<file path="src/rtl/biquad_capture_pkg.sv">
// Shared types and helpers for the biquad capture sequencer.
//   seq_state_t : sequencer state encoding (3 bits)
//   PH_*        : bit/index positions of each timed phase, in execution order
//   next_phase  : first phase after 'cur' whose length is nonzero, else DONE
package biquad_capture_pkg;

  typedef enum logic [2:0] {
    S_IDLE = 3'd0,
    S_PRE  = 3'd1,
    S_GATE = 3'd2,
    S_POST = 3'd3,
    S_FRST = 3'd4,
    S_DONE = 3'd5
  } seq_state_t;

  localparam int PH_PRE  = 0;
  localparam int PH_GATE = 1;
  localparam int PH_POST = 2;
  localparam int PH_FRST = 3;
  localparam int NPHASE  = 4;

  // lens_nz[i] is set when phase i has a nonzero length. Phase i maps to
  // state encoding i+1, so the search starts at the index equal to the
  // current state's encoding (IDLE searches from PRE).
  function automatic seq_state_t next_phase(input seq_state_t cur,
                                            input logic [NPHASE-1:0] lens_nz);
    int start;
    seq_state_t nxt;
    case (cur)
      S_IDLE:  start = PH_PRE;
      S_PRE:   start = PH_GATE;
      S_GATE:  start = PH_POST;
      S_POST:  start = PH_FRST;
      default: start = NPHASE;
    endcase
    nxt = S_DONE;
    // Walk downward so the lowest qualifying phase is the one kept.
    for (int i = NPHASE - 1; i >= 0; i--) begin
      if (i >= start && lens_nz[i]) nxt = seq_state_t'(3'(i + 1));
    end
    return nxt;
  endfunction

endpackage

</file>
<file path="src/rtl/biquad_capture_fsm.sv">
// Capture edge detect, phase sequencer, phase counter, status and capture count.
// Ports:
//   clk_i, rst_i          clock, asynchronous active-high reset
//   capture_i             trigger level; rising edge starts a sequence
//   pre/gate/post/frst_len_i  phase lengths in cycles, latched on acceptance
//   gate_o, filt_rst_o    phase decodes
//   busy_o, done_o, ovr_o status (done/ovr are one-cycle pulses)
//   capture_count_o       accepted trigger count, wrapping
module biquad_capture_fsm
  import biquad_capture_pkg::*;
#(
  parameter int CNTBITS    = 16,
  parameter int CAPCNTBITS = 8
) (
  input  logic                  clk_i,
  input  logic                  rst_i,
  input  logic                  capture_i,
  input  logic [CNTBITS-1:0]    pre_len_i,
  input  logic [CNTBITS-1:0]    gate_len_i,
  input  logic [CNTBITS-1:0]    post_len_i,
  input  logic [CNTBITS-1:0]    frst_len_i,
  output logic                  gate_o,
  output logic                  filt_rst_o,
  output logic                  busy_o,
  output logic                  done_o,
  output logic                  ovr_o,
  output logic [CAPCNTBITS-1:0] capture_count_o
);

  typedef logic [NPHASE-1:0][CNTBITS-1:0] lens_t;

  function automatic logic [NPHASE-1:0] nz_mask(input lens_t l);
    logic [NPHASE-1:0] m;
    for (int i = 0; i < NPHASE; i++) m[i] = |l[i];
    return m;
  endfunction

  function automatic logic [CNTBITS-1:0] phase_len(input seq_state_t s, input lens_t l);
    case (s)
      S_PRE:   return l[PH_PRE];
      S_GATE:  return l[PH_GATE];
      S_POST:  return l[PH_POST];
      S_FRST:  return l[PH_FRST];
      default: return '0;
    endcase
  endfunction

  seq_state_t         state_q, state_d;
  logic [CNTBITS-1:0] cnt_q, cnt_d;
  lens_t              len_q, lens_in;
  logic               cap_q;
  logic               cap_edge;

  always_comb begin
    lens_in          = '0;
    lens_in[PH_PRE]  = pre_len_i;
    lens_in[PH_GATE] = gate_len_i;
    lens_in[PH_POST] = post_len_i;
    lens_in[PH_FRST] = frst_len_i;
  end

  assign cap_edge = capture_i & ~cap_q;

  // Next state and counter load. A phase is entered with len-1 and left
  // when the count reaches 0, so it spans exactly len cycles.
  always_comb begin
    state_d = state_q;
    cnt_d   = cnt_q;
    case (state_q)
      S_IDLE: begin
        if (cap_edge) begin
          state_d = next_phase(S_IDLE, nz_mask(lens_in));
          cnt_d   = (state_d == S_DONE) ? '0 : phase_len(state_d, lens_in) - CNTBITS'(1);
        end
      end
      S_PRE, S_GATE, S_POST, S_FRST: begin
        if (cnt_q == '0) begin
          state_d = next_phase(state_q, nz_mask(len_q));
          cnt_d   = (state_d == S_DONE) ? '0 : phase_len(state_d, len_q) - CNTBITS'(1);
        end else begin
          cnt_d = cnt_q - CNTBITS'(1);
        end
      end
      default: begin
        state_d = S_IDLE;
        cnt_d   = '0;
      end
    endcase
  end

  // Outputs are registered from the next state so they line up with the
  // state register without any input-to-output combinational path.
  always_ff @(posedge clk_i or posedge rst_i) begin
    if (rst_i) begin
      state_q         <= S_IDLE;
      cnt_q           <= '0;
      cap_q           <= 1'b1;  // a level held through reset is not an edge
      len_q           <= '0;
      capture_count_o <= '0;
      gate_o          <= 1'b0;
      filt_rst_o      <= 1'b0;
      busy_o          <= 1'b0;
      done_o          <= 1'b0;
      ovr_o           <= 1'b0;
    end else begin
      cap_q      <= capture_i;
      state_q    <= state_d;
      cnt_q      <= cnt_d;
      gate_o     <= (state_d == S_GATE);
      filt_rst_o <= (state_d == S_FRST);
      busy_o     <= (state_d != S_IDLE);
      done_o     <= (state_d == S_DONE);
      ovr_o      <= cap_edge && (state_q != S_IDLE);
      if (cap_edge && state_q == S_IDLE) begin
        len_q           <= lens_in;
        capture_count_o <= capture_count_o + CAPCNTBITS'(1);
      end
    end
  end

endmodule

</file>
<file path="src/rtl/biquad_capture_sequencer.sv">
// Capture-gate and filter-reset sequencer for multi-channel biquad test rigs.
// Ports:
//   clk_i, rst_i        clock, asynchronous active-high reset
//   capture_i           trigger level (rising edge starts a sequence)
//   *_len_i             pre-delay, gate, post-delay, filter-reset lengths
//   dat_i / dat_o       NCHAN x NSAMP x NBITS packed samples in / gated out
//   gate_o, filt_rst_o  gate window and downstream filter reset
//   busy_o, done_o, ovr_o, capture_count_o  status
module biquad_capture_sequencer
  import biquad_capture_pkg::*;
#(
  parameter int NCHAN      = 2,
  parameter int NSAMP      = 8,
  parameter int NBITS      = 12,
  parameter int CNTBITS    = 16,
  parameter int CAPCNTBITS = 8
) (
  input  logic                         clk_i,
  input  logic                         rst_i,
  input  logic                         capture_i,
  input  logic [CNTBITS-1:0]           pre_len_i,
  input  logic [CNTBITS-1:0]           gate_len_i,
  input  logic [CNTBITS-1:0]           post_len_i,
  input  logic [CNTBITS-1:0]           frst_len_i,
  input  logic [NCHAN*NSAMP*NBITS-1:0] dat_i,
  output logic [NCHAN*NSAMP*NBITS-1:0] dat_o,
  output logic                         gate_o,
  output logic                         filt_rst_o,
  output logic                         busy_o,
  output logic                         done_o,
  output logic                         ovr_o,
  output logic [CAPCNTBITS-1:0]        capture_count_o
);

  localparam int CW = NSAMP * NBITS;

  biquad_capture_fsm #(
    .CNTBITS    (CNTBITS),
    .CAPCNTBITS (CAPCNTBITS)
  ) u_fsm (
    .clk_i           (clk_i),
    .rst_i           (rst_i),
    .capture_i       (capture_i),
    .pre_len_i       (pre_len_i),
    .gate_len_i      (gate_len_i),
    .post_len_i      (post_len_i),
    .frst_len_i      (frst_len_i),
    .gate_o          (gate_o),
    .filt_rst_o      (filt_rst_o),
    .busy_o          (busy_o),
    .done_o          (done_o),
    .ovr_o           (ovr_o),
    .capture_count_o (capture_count_o)
  );

  // Stage p1: gated sample register, one per channel; samples pass bit-exact.
  for (genvar c = 0; c < NCHAN; c++) begin : g_chan
    logic [CW-1:0] dat_p1;
    always_ff @(posedge clk_i or posedge rst_i) begin
      if (rst_i) dat_p1 <= '0;
      else       dat_p1 <= gate_o ? dat_i[c*CW +: CW] : '0;
    end
    assign dat_o[c*CW +: CW] = dat_p1;
  end

endmodule

</file>
<file path="config.mk">
export PLATFORM = sky130hd
export DESIGN_NAME = biquad_capture_sequencer
export DESIGN_NICKNAME = d
export VERILOG_FILES = /design/src/rtl/biquad_capture_pkg.sv /design/src/rtl/biquad_capture_fsm.sv /design/src/rtl/biquad_capture_sequencer.sv
export SDC_FILE = /design/constraint.sdc
export NUM_CORES = 1
export LEC_CHECK = 0
export ABC_AREA = 0
export CAP_MARGIN = 0
export CORE_ASPECT_RATIO = 1.5
export CORE_MARGIN = 2
export CORE_UTILIZATION = 35
export CTS_CLUSTER_SIZE = 10
export DETAILED_ROUTE_END_ITERATION = 16
export GPL_TIMING_DRIVEN = 0
export HOLD_SLACK_MARGIN = 0.03
export PLACE_DENSITY = 0.72
export SLEW_MARGIN = 10
export SYNTH_ARGS = -nofsm -noshare
export SYNTH_HDL_FRONTEND = slang
export SYNTH_SLANG_ARGS = --single-unit
</file>
<file path="constraint.sdc">
create_clock -name clk_i -period 14.35 [get_ports clk_i]
set_clock_uncertainty 0.2 [all_clocks]
set_input_delay 2.87 -clock clk_i [delete_from_list [all_inputs] [get_ports clk_i]]
set_output_delay 2.87 -clock clk_i [all_outputs]
set_load 0.05 [all_outputs]
</file>
==> metrics.txt <==
hold_buf cts 0; Routed wire per std cell 25.6 µm; run status complete, no violations; total congestion overflow 0; core area 34900 µm²; MaxCap Viol Count 0; die area 36800 µm²; HP Class register to register; IR drop worst, VDD 90.6 µV; clk_lat worst skew 0.54 ns; Worst Path Max Fanout 7; root buf cell clkbuf_16; Flop pwr share 0.474; Synth top area share 0.584; synth unique cells 87; Synth area leader dfrtp_1; port buffer count 463; dpl ws 7.02 ns; Final Cell Area 18600 µm²; worst reg-to-reg setup slack 9.49 ns; leakage power 8.31 nW; DRT antenna net count 0; Sw Share 0.232; Synth Register Bits 289; final WL 55100 µm; final worst slack 7.41 ns; post-synthesis sequential area ratio 0.587; Synth Flop Type dfrtp_1; Logic pwr share 0.074; via count 11.0k; startpoint types input pin; power consumption 1.76 mW; Slew HR 0.313; Max Clk Rate 0.144 GHz; Filler cells 3166; Die Span X 157 µm; drt initial violations 771; final hold vios 0; all-layer global routing usage 0.297; Inserted Clock Buffers 35; Tcrit/Tclk final 0.484; post-place instance area 17600 µm²; first-pass GRT wire length 77100 µm; top post-synthesis cells by area dfrtp_1 (58%), and2_1 (9.9%), nand2_1 (6.9%); final hold slack 0.276 ns; internal power 1.35 mW; P per Cell Area 94.6 nW/µm²; share of cells above drive strength 1 0.0556; # IOs 464; Avg Inst Size Synth 10.6 µm²; cell row count 84; synthesized area 12300 µm²; Slew @ Worst Pin 1.02 ns; fin nets 1929; Post-DP HPWL 45400 µm; pin count of the biggest net entering global routing 118; async set-reset flop share out of synthesis 1.00; yosys synthesis warning count 0; Data required, critical path 14.55 ns; clock sink total 289; Tmin final 6.94 ns; Pre-antenna DRT Iters 5; RSZ-0062 raised after global routing false; post-CTS setup repair buffer count 0; clock slew at reported path FFs 0.06 ns; clock tree buffer depth 3; crit end category register; Die Ht 234 µm; gpl congestion 1.00; Data arrival, critical path 7.14 ns; post-cts repair resize count 0; cells after synthesis 1162; clock network power share 0.451; initial core utilization 0.353; htree depth 2; Sw Pwr 408 µW; drt drc 0; vias in the first global route 11.3k; syn_nets 1426; critical path class input pin to register; EDFF count, synth 0; TritonCTS clock tree done; area delta synth->final 51.1%; vias per std cell 5.13; initial antenna violation count 1; Final setup violation count 0; Slew Viols, Final 0
[state kept, by name (all words and copies together), names as in the netlist]
signal / cells
u_fsm.len_q: 64
u_fsm.busy_o: 1
u_fsm.ovr_o: 1
g_chan.dat_p1: 192
u_fsm.cap_q: 1
u_fsm.filt_rst_o: 1
u_fsm.gate_o: 1
u_fsm.done_o: 1
u_fsm.state_q: 3
u_fsm.capture_count_o: 8
u_fsm.cnt_q: 16
[stage by stage]
step	util	cells	setup TNS [ns]
after floorplan	-	1162	0
after global placement	0.503	2098	-84.02
after detailed placement	0.506	2101	0
after CTS	0.534	2147	0
after global routing	0.534	2147	0
final	0.534	2148	0
[cell usage after synthesis, types with 3 or more instances]
cell type and count:
nand2b_1 6, a2111oi_0 4, o221ai_1 3, or4_1 6, xor2_1 12, o31ai_1 5, a221oi_1 8, xnor2_1 17
and4_1 7, inv_1 16, nor3b_1 3, ha_1 5, mux2i_1 9, a31oi_1 6, nand2_1 226, a32o_1 5
o21ba_2 3, nor4_1 36, a211oi_1 9, nand3_1 11, o211ai_1 3, a221o_1 6, o22ai_1 4, clkbuf_8 3
nor2b_1 3, nor3_1 11, a21oi_1 18, a31o_2 3, or3_1 5, a211o_1 6, clkbuf_1 43, buf_6 4
nand4_1 9, a22oi_1 5, or4_4 3, and3_1 3, and2_1 195, dfrtp_1 288, nor2_1 51, o21ai_0 46
a21o_1 6
[cell usage in the layout (no fill, tap or decap), types with 6 or more instances in the layout]
cell type | synthesis | layout
nor3_1 | 11 | 10
nand2_1 | 226 | 226
or4_1 | 6 | 6
nand4_1 | 9 | 9
nor2_1 | 51 | 51
dfrtp_1 | 288 | 288
a21o_1 | 6 | 6
a31oi_1 | 6 | 6
nor4_1 | 36 | 34
mux2i_1 | 9 | 9
clkdlybuf4s50_1 | 0 | 463
xnor2_1 | 17 | 17
and4_1 | 7 | 7
a221oi_1 | 8 | 8
xor2_1 | 12 | 12
clkbuf_16 | 0 | 35
clkbuf_1 | 43 | 49
a211oi_1 | 9 | 9
a221o_1 | 6 | 6
inv_1 | 16 | 15
and2_1 | 195 | 195
o21ai_0 | 46 | 46
a21oi_1 | 18 | 18
a211o_1 | 6 | 6
nand2b_1 | 6 | 6
nand3_1 | 11 | 11
[worst max-delay path: stages]
cell and delay (ns):
clkdlybuf4s50_1 0.49, nor4_1 0.82, nand4_1 0.57, a211oi_1 0.45, o21ba_2 0.25, nand3_1 0.21
nor4_1 0.77, and3_1 0.30, a211oi_1 0.09, a221o_1 0.31
[power by group through the flow]
stage | sequential [mW] | combinational (mW) | clock [mW]
after global placement | 0.850 | 0.127 | 0
after detailed placement | 0.849 | 0.131 | 0
after floorplan | 0.846 | 0.0339 | 0
final | 0.836 | 0.131 | 0.796
after global routing | 0.836 | 0.140 | 0.845
after CTS | 0.835 | 0.131 | 0.813
[cells by family (layout without fill, tap and decap cells)]
family,Yosys count,after routing,synth area share
multiplexers,9,9,0.00731
XOR/XNOR,29,29,0.0206
other,0,1,0
flip-flops,289,289,0.587
buffers and inverters,68,580,0.0257
AND/OR/NAND/NOR,595,595,0.253
AO/OA/AOI/OAI,167,167,0.102
adder cells (fa/ha/maj),5,5,0.00507
[final cells by class]
type                            count  area, µm²  share of cell area
Sequential cell                   289       7230               0.388
Multi-Input combinational cell    805       4800               0.258
Timing Repair Buffer              466       4700               0.252
Clock buffer                       43        926              0.0497
Tap cell                          473        592              0.0318
Buffer                             52        256              0.0138
Inverter                           16       67.6             0.00362
Clock inverter                      3       65.1             0.00349
Antenna cell                        1       2.50            0.000134
[path summary, 6_finish.rpt]
path / start / end / depth (start not counted)
max: gate_len_i[10] / u_fsm.cnt_q[15] / 10
min: u_fsm.capture_count_o[7] / u_fsm.capture_count_o[7] / 1
max reg2reg: u_fsm.len_q[4] / u_fsm.cnt_q[14] / 13
min reg2reg: u_fsm.capture_count_o[7] / u_fsm.capture_count_o[7] / 1
max in group asynchronous: rst_i / g_chan[0].dat_p1[79] / 3
min in group asynchronous: rst_i / u_fsm.len_q[34] / 2
[routing by layer]
layer	part of all wire	wire length [µm]	GRT usage	up-vias
met5	0.00024	13	0	-
met4	0.059	3240	0.159	2
met3	0.10	5560	0.0992	125
met2	0.50	27300	0.508	601
met1	0.34	18900	0.323	5338
li1	-	-	-	4956
Note: power is estimated with default switching activity, not from simulation.
